==> src/rtl/hv_ctrl_pkg.sv <==
`default_nettype none
// +----------------------------------------------------------------------+
// | hv_ctrl_pkg                                                          |
// | Shared types for the HV encoder microcoded controller.               |
// | Revision: 1.0                                                        |
// +----------------------------------------------------------------------+
package hv_ctrl_pkg;

    localparam int CtrlWidth = 34;

    typedef enum logic [1:0] {
        EXEC = 2'b00,
        NOP  = 2'b01,
        WAIT = 2'b10,
        END  = 2'b11
    } inst_kind_e;

    // Field order follows the encoder control ports, MSB first.
    typedef struct packed {
        logic [1:0] alu_mux_a;
        logic [1:0] alu_mux_b;
        logic [1:0] alu_op;
        logic [6:0] alu_shift_amt;
        logic [1:0] bund_mux_a;
        logic [1:0] bund_mux_b;
        logic       bund_a_valid;
        logic       bund_b_valid;
        logic       bund_a_clr;
        logic       bund_b_clr;
        logic [1:0] reg_wr_mux;
        logic [1:0] reg_wr_addr;
        logic [1:0] reg_rd_addr_a;
        logic [1:0] reg_rd_addr_b;
        logic       reg_wr_en;
        logic       qhv_clr;
        logic       qhv_wr_en;
        logic [1:0] qhv_mux;
    } ctrl_word_t;

endpackage
`default_nettype wire

==> src/rtl/hv_ctrl_imem.sv <==
`default_nettype none
// +----------------------------------------------------------------------+
// | hv_ctrl_imem                                                         |
// | 1W/1R instruction store, asynchronous read, not cleared by reset.    |
// | Revision: 1.0                                                        |
// +----------------------------------------------------------------------+
module hv_ctrl_imem #(
    parameter int NumInst   = 32,
    parameter int InstWidth = 36,
    parameter int AddrWidth = $clog2(NumInst)
) (
    input  logic                 clk_i,
    input  logic                 wr_en_i,
    input  logic [AddrWidth-1:0] wr_addr_i,
    input  logic [InstWidth-1:0] wr_data_i,
    input  logic [AddrWidth-1:0] rd_addr_i,
    output logic [InstWidth-1:0] rd_data_o
);

    logic [InstWidth-1:0] mem_q [NumInst];

    always_ff @(posedge clk_i) begin
        if (wr_en_i) begin
            mem_q[wr_addr_i] <= wr_data_i;
        end
    end

    assign rd_data_o = mem_q[rd_addr_i];

endmodule
`default_nettype wire

==> src/rtl/hv_encoder_ctrl.sv <==
`default_nettype none
// +----------------------------------------------------------------------+
// | hv_encoder_ctrl                                                      |
// | Microcoded sequencer issuing one registered encoder control word/cyc.|
// | Revision: 1.0                                                        |
// +----------------------------------------------------------------------+
module hv_encoder_ctrl #(
    parameter int NumInst      = 32,
    parameter int CtrlWidth    = hv_ctrl_pkg::CtrlWidth,
    parameter int LoopCntWidth = 8,
    parameter int InstWidth    = CtrlWidth + 2,
    parameter int AddrWidth    = $clog2(NumInst)
) (
    input  logic                    clk_i,
    input  logic                    rst_i,
    input  logic                    prog_wr_en_i,
    input  logic [AddrWidth-1:0]    prog_wr_addr_i,
    input  logic [InstWidth-1:0]    prog_wr_data_i,
    input  logic [AddrWidth-1:0]    loop_start_i,
    input  logic [AddrWidth-1:0]    loop_end_i,
    input  logic [LoopCntWidth-1:0] loop_count_i,
    input  logic                    start_i,
    output logic                    busy_o,
    output logic                    done_o,
    input  logic                    in_valid_i,
    output logic                    in_ready_o,
    output logic [CtrlWidth-1:0]    ctrl_o,
    output logic [AddrWidth-1:0]    pc_o
);
    import hv_ctrl_pkg::*;

    typedef enum logic [0:0] {
        ST_IDLE = 1'b0,
        ST_RUN  = 1'b1
    } state_e;

    localparam logic [AddrWidth-1:0] LastAddr = AddrWidth'(NumInst - 1);

    state_e                  state_q, state_d;
    logic [AddrWidth-1:0]    pc_q, pc_d;
    logic [LoopCntWidth-1:0] loop_cnt_q, loop_cnt_d;
    logic [AddrWidth-1:0]    loop_start_q, loop_start_d;
    logic [AddrWidth-1:0]    loop_end_q, loop_end_d;
    logic [CtrlWidth-1:0]    ctrl_q, ctrl_d;
    logic                    done_q, done_d;
    logic                    in_ready_d;

    logic [InstWidth-1:0]    inst;
    inst_kind_e              kind;
    logic [CtrlWidth-1:0]    payload;
    logic                    advance;

    hv_ctrl_imem #(
        .NumInst   (NumInst),
        .InstWidth (InstWidth),
        .AddrWidth (AddrWidth)
    ) u_imem (
        .clk_i     (clk_i),
        .wr_en_i   (prog_wr_en_i && (state_q == ST_IDLE)),
        .wr_addr_i (prog_wr_addr_i),
        .wr_data_i (prog_wr_data_i),
        .rd_addr_i (pc_q),
        .rd_data_o (inst)
    );

    assign kind    = inst_kind_e'(inst[InstWidth-1 -: 2]);
    assign payload = inst[CtrlWidth-1:0];

    always_comb begin
        state_d      = state_q;
        pc_d         = pc_q;
        loop_cnt_d   = loop_cnt_q;
        loop_start_d = loop_start_q;
        loop_end_d   = loop_end_q;
        ctrl_d       = '0;
        done_d       = 1'b0;
        in_ready_d   = 1'b0;
        advance      = 1'b0;

        if (state_q == ST_IDLE) begin
            if (start_i) begin
                state_d      = ST_RUN;
                pc_d         = '0;
                loop_cnt_d   = loop_count_i;
                loop_start_d = loop_start_i;
                loop_end_d   = loop_end_i;
            end
        end else begin
            case (kind)
                EXEC: begin
                    ctrl_d  = payload;
                    advance = 1'b1;
                end
                NOP: advance = 1'b1;
                WAIT: begin
                    in_ready_d = 1'b1;
                    if (in_valid_i) begin
                        ctrl_d  = payload;
                        advance = 1'b1;
                    end
                end
                END: begin
                    state_d = ST_IDLE;
                    done_d  = 1'b1;
                    pc_d    = '0;
                end
            endcase

            // Loop branch wins over the implicit end at the last address.
            if (advance) begin
                if ((pc_q == loop_end_q) && (loop_start_q <= loop_end_q) &&
                    (loop_cnt_q != '0)) begin
                    pc_d       = loop_start_q;
                    loop_cnt_d = loop_cnt_q - LoopCntWidth'(1);
                end else if (pc_q == LastAddr) begin
                    state_d = ST_IDLE;
                    done_d  = 1'b1;
                    pc_d    = '0;
                end else begin
                    pc_d = pc_q + AddrWidth'(1);
                end
            end
        end
    end

    always_ff @(posedge clk_i) begin
        if (rst_i) begin
            state_q      <= ST_IDLE;
            pc_q         <= '0;
            loop_cnt_q   <= '0;
            loop_start_q <= '0;
            loop_end_q   <= '0;
            ctrl_q       <= '0;
            done_q       <= 1'b0;
        end else begin
            state_q      <= state_d;
            pc_q         <= pc_d;
            loop_cnt_q   <= loop_cnt_d;
            loop_start_q <= loop_start_d;
            loop_end_q   <= loop_end_d;
            ctrl_q       <= ctrl_d;
            done_q       <= done_d;
        end
    end

    assign busy_o     = (state_q == ST_RUN);
    assign in_ready_o = in_ready_d;
    assign done_o     = done_q;
    assign ctrl_o     = ctrl_q;
    assign pc_o       = pc_q;

endmodule
`default_nettype wire

==> config.mk <==
export PLATFORM = sky130hd
export DESIGN_NAME = hv_encoder_ctrl
export DESIGN_NICKNAME = d
export VERILOG_FILES = /design/src/rtl/hv_ctrl_pkg.sv /design/src/rtl/hv_ctrl_imem.sv /design/src/rtl/hv_encoder_ctrl.sv
export SDC_FILE = /design/constraint.sdc
export NUM_CORES = 1
export LEC_CHECK = 0
export BUFFER_PORTS_ARGS = -buffer_cell sky130_fd_sc_hd__clkbuf_2
export CAP_MARGIN = 5
export CORE_MARGIN = 10
export CORE_UTILIZATION = 45
export CTS_CLUSTER_SIZE = 16
export DETAILED_ROUTE_END_ITERATION = 7
export HOLD_SLACK_MARGIN = 0.03
export PLACE_DENSITY = 0.62
export SYNTH_ARGS = -nofsm -noshare
export SYNTH_HDL_FRONTEND = slang
export SYNTH_SLANG_ARGS = --single-unit
==> constraint.sdc <==
create_clock -name clk_i -period 4.1 [get_ports clk_i]
set_input_delay 0.205 -clock clk_i [delete_from_list [all_inputs] [get_ports clk_i]]
set_output_delay 0.205 -clock clk_i [all_outputs]
set_load 0.02 [all_outputs]
# After elaboration in Yosys (flattened, before gate mapping)
# Memories as Yosys holds them, arrays and structs flattened. A register that Yosys moved wholly into a read port is not among the register bits.
# Index checks and enable logic that the tools add are counted.
# word_totals
register_bits	59
latch_bits	0
ram_bits	1152
rom_bits	0
input_bits	64
output_inout_bits	42
wordCells	62
mem_count	1
# classes
add_sub_neg	2
n_mul	0
div_mod_pow	0
n_lt_le_gt_ge	1
n_eq_ne	8
shift	0
muxes	31
n_bitwise	1
n_reduce_logical	11
# memory_table
memory	words	width	read_ports	rd_ports_with_merged_regs	write_ports	line	text
u_imem.mem_q	32	36	1	1	1	hv_ctrl_imem.sv:20	logic [InstWidth-1:0] mem_q [NumInst];
# op_table
cell	count
34-bit case mux with 2 select lines	1
5-bit 2-to-1 mux	8
34-bit 2-to-1 mux	1
8-bit 2-to-1 mux	4
1-bit 2-to-1 mux	16
8-bit nonzero test	1
8-bit by 1-bit subtractor with 8-bit output (second input constant)	1
5-bit by 1-bit adder with 5-bit output (second input constant)	1
5-bit == test	1
5-bit == test (second input constant)	1
5-bit <= comparator	1
2-bit == test (second input constant)	2
2-bit by 1-bit != test with 1-bit output (second input constant)	2
2-bit AND reduction	2
2-bit OR reduction	2
1-bit logical AND	3
3-bit by 1-bit != test with 1-bit output (second input constant)	1
3-bit AND reduction	1
2-bit by 1-bit == test with 1-bit output (second input constant)	1
2-bit zero test	1
1-bit case mux with 2 select lines	1
2-bit nonzero test	1
1-bit inverter	1

# Longest topological paths before layout
# logic_depth
ltp_word	8
ltp_mapped	11
depth_no_buf	9

# Modules after synthesis
# Synthesis repeated with hierarchy kept, for this count alone.
# unflattened
cells_unflattened	2767
area_unflattened_um2	47320.4
# by_module_without_submodules
module	n_inst	cells_each	area_each_um2	seq_area_each_um2
hv_ctrl_imem	1	2500	44863.0	34593.2
hv_encoder_ctrl	1	267	2457.4	1181.1

# Least setup slack after synthesis
# OpenSTA, ideal clock, no wires.
# synth_timing
kind	reg2reg
startpoint	register state_q, in the netlist busy_o
endpoint	memory u_imem.mem_q[27][0], enable pin
setup_time_ns	0.429
arrival_ns	2.808
t_required_ns	3.671
setup_slack_ns	0.862
path_stages_with_launch	5
n_path_buf	2
period_less_slack_ns	3.238
path_cell_list	dfxtp_1 > buf_1 > clkbuf_1 > nand4b_1 > nor2_1
# synth_via
elab_chain_cells	4
# synth_lines
element	line	text
from (decl)	hv_encoder_ctrl.sv:39	state_e state_q, state_d;
from (signal assigned)	hv_encoder_ctrl.sv:136	state_q <= state_d;
1-bit inverter (no source line)	-	
1-bit logical AND	hv_encoder_ctrl.sv:59	.wr_en_i (prog_wr_en_i && (state_q == ST_IDLE)),
1-bit 2-to-1 mux	hv_ctrl_imem.sv:23	if (wr_en_i) begin
1-bit 2-to-1 mux (implied by the code)	hv_ctrl_imem.sv:24	mem_q[wr_addr_i] <= wr_data_i;
to (decl)	hv_ctrl_imem.sv:20	
# No other way between the ends.

==> qor.csv <==
stage,metric,value,unit
sta,final setup skew,20.4,ps
drt,Avg WL per Cell,30.2,um
global_route,largest net degree at the start of global routing,138,
finish,NumNets Final,2291,
sta,Max Freq,293,MHz
place,gpl congestion,0.782,
setup_path,Worst EP arrival,3200,ps
floorplan,Die Height,341,um
logic_synthesis,post-synth net total,2089,
logic_synthesis,Synth area leaders,"edfxtp_1 75%, mux4_2 17%, dfxtp_1 2.8%",
logic_synthesis,synth unique cells,55,
logic_synthesis,post-synth top area share,74.7,%
floorplan,die width,341,um
setup_path,kind of critical path,register to primary output,
cts,CTS H-Tree Depth,3,
sta,max-slew violations,0,
finish,area of the multi-input gates,0.0101,mm2
setup_path,startpoint types,register,
hold_path,worst hold path type,input pin to register,
global_route,first-pass GRT wire length,161,mm
drt,# DRC,0,
floorplan,Die Area,0.116,mm2
power_and_ir_drop,part of the power in registers,54.0,%
sta,Least-Margin Pin Slew,1220,ps
power_and_ir_drop,Internal Power,20.3,mW
power_and_ir_drop,PwrDens,480,mW/mm2
logic_synthesis,ys async rst share,0,%
run_status,status,"complete, no violations",
floorplan,# IOs,106,
drt,Vias/cell,5.93,
setup_path,CP max FO,42,
drt,Detailed Route WL,111,mm
power_and_ir_drop,Logic pwr share,4.9,%
drt,Starting DRT DRC Count,2737,
logic_synthesis,Post-Syn Instances,2016,
global_route,vias in the first global route,22400,
power_and_ir_drop,Static Leak,16.1,nW
logic_synthesis,ys flop type,edfxtp_1,
power_and_ir_drop,Switching Share,20.4,%
power_and_ir_drop,Tot Pwr,25.4,mW
finish,share of layout cells above drive strength 1,30.8,%
cts,post_cts resized,0,
power_and_ir_drop,Clk pwr share,41.1,%
logic_synthesis,sequential share of the synthesized area,77.4,%
power_and_ir_drop,Sw Pwr,5.18,mW
sta,final setup vio count,0,
sta,RSZ-0062 raised after global routing,false,
cts,hold_buf cts,21,
cts,number of clock buffers inserted by TritonCTS,116,
cts,clk buf depth,3,
floorplan,Core Area,0.102,mm2
setup_path,Critical Path RT,3890,ps
finish,# fillers,7768,
global_route,initial antenna violation count,2,
logic_synthesis,Avg Inst Size Synth,23.0,um2
flow_run,max-cap violations,0,
logic_synthesis,"area leader, netlist",edfxtp_1,
place,hpwl dp,55.6,mm
power_and_ir_drop,VDD IR-drop max,0.000399,V
cts,Root Buffer,clkbuf_16,
cts,Sink Count,1216,
sta,Final period util,83.2,%
drt,routed vias,21800,
cts,CTS tree,yes,
finish,Area growth syn-to-layout,14.3,%
logic_synthesis,yosys warns,0,
logic_synthesis,Syn Std Cell Area,0.0463,mm2
global_route,GRT Residual Overflow,0,
floorplan,Initial Util,45.4,%
logic_synthesis,#FFs+latches synth,1216,
logic_synthesis,Post-synth EDFFs,1152,
sta,Hold Fails Final Rpt,0,
place,input/output buffers,105,
cts,Worst-path clk slew,60,ps
finish,Sequential cell area,0.0359,mm2
cts,latest clock arrival within the worst-skew pair,700,ps
sta,Rel. slew slack,18.5,%
drt,Final ANT Viol Nets,0,
sta,Final min period,3410,ps
global_route,Tot GR Track Use,19.0,%
sta,minimum hold slack,110,ps
cts,Post-CTS Setup Repair Bufs,0,
floorplan,row cnt,117,
setup_path,CP endpoint kind,primary output,
sta,final setup TNS,0,ps
drt,DRT Pass-1 Iters,6,
[final timing paths]
check	startpoint	endpoint	slack, ps	cells after the start
max	register	in_ready_o	690	7
min	rst_i	loop_end_q[3]	110	2
max reg2reg	register	loop_cnt_q[2]	720	8
min reg2reg	loop_start_q[0]	loop_start_q[0]	490	2
[cells in the mapped netlist, drive strengths merged (4+ instances only)]
cell    count
xnor2       5
nand2      36
and3        5
inv        19
o21ai       4
a21oi      26
edfxtp   1152
a22oi      10
mux4      340
buf        46
ha          9
nor3        5
nand3      10
nor2       81
o32ai      10
or3         4
clkbuf     59
mux2i      70
nor2b       7
nand2b      4
a31oi       6
and2        4
dfxtp      64
[worst max-delay path, stage by stage (launching register included)]
cell      delay (ps)
dfxtp_4          880
mux2i_1          310
a22oi_1          120
and3_1           240
a21oi_1          280
and2_1           250
and3_1           210
clkbuf_2         190
[cell families (layout without fill, tap and decap cells)]
kind of cell               Yosys count  in the layout  synth area share [%]
adders and majority gates            9              9                 0.243
and+or+nand+nor                    170            170                  1.68
xor gates and xnor gates             7              7                 0.132
buffers and inverters              124            420                  1.23
other                                0              1                     0
DFF                               1216           1216                  77.4
muxes                              412            412                  18.1
AOI/OAI and AO/OA                   78             78                  1.18
[power groups by stage]
stage	clock, mW	combinational (mW)	sequential [mW]
3_5_place_dp	0	1.25	14.0
3_3_place_gp	0	1.21	14.0
2_1_floorplan	0	0.822	14.0
6_report	10.4	1.25	13.7
4_1_cts	10.6	1.27	13.7
5_1_grt	11.1	1.36	13.7
[flip-flops by register name (all words and copies together), names as in the netlist, named ones only]
register and cells:
loop_cnt_q 8, loop_end_q 5, u_imem.mem_q 1152, ctrl_o 34, done_o 1, pc_o 5, busy_o 1, loop_start_q 5
[routing by layer]
metal  track usage (%)  wire [um]  vias up
li1                  -          -     8937
met1              27.0      46200    11800
met2              30.2      54100      960
met3              3.67       8760      153
met4              4.86       2310        2
met5                 0          7        -
[cell usage in the layout, fill, tap and decap left out, drive strengths merged, types with 3 or more instances in the layout]
| cell | count |
|---|---|
| a211oi | 3 |
| a21oi | 26 |
| a22oi | 10 |
| a31oi | 6 |
| and2 | 4 |
| and3 | 5 |
| buf | 63 |
| bufinv | 8 |
| clkbuf | 276 |
| clkinv | 27 |
| dfxtp | 64 |
| dlygate4sd3 | 21 |
| edfxtp | 1152 |
| ha | 9 |
| inv | 23 |
| mux2i | 70 |
| mux4 | 340 |
| nand2 | 36 |
| nand2b | 4 |
| nand3 | 10 |
| nand3b | 3 |
| nand4b | 3 |
| nor2 | 81 |
| nor2b | 7 |
| nor3 | 5 |
| o21ai | 4 |
| o32ai | 10 |
| or3 | 4 |
| xnor2 | 5 |
[area by class of cell]
class                           count  share of cell area (%)
Inverter                           19                   0.135
Tap cell                         1368                    3.23
Sequential cell                  1216                    67.8
Antenna cell                        1                 0.00472
Multi-Input combinational cell    676                    19.1
Clock buffer                      171                    6.20
Timing Repair Buffer              189                    2.73
Clock inverter                     41                   0.813
[per-stage QoR]
step,cell area (um2),util [%],worst slack (ps),std cells
after floorplan,46300,-,862,2016
after global placement,49000,48.1,1130,3447
after detailed placement,49000,48.1,1130,3447
after CTS,53000,51.9,712,3680
after global routing,53000,51.9,565,3681
final,53000,51.9,690,3681
Power figures use the tool's default switching activity.
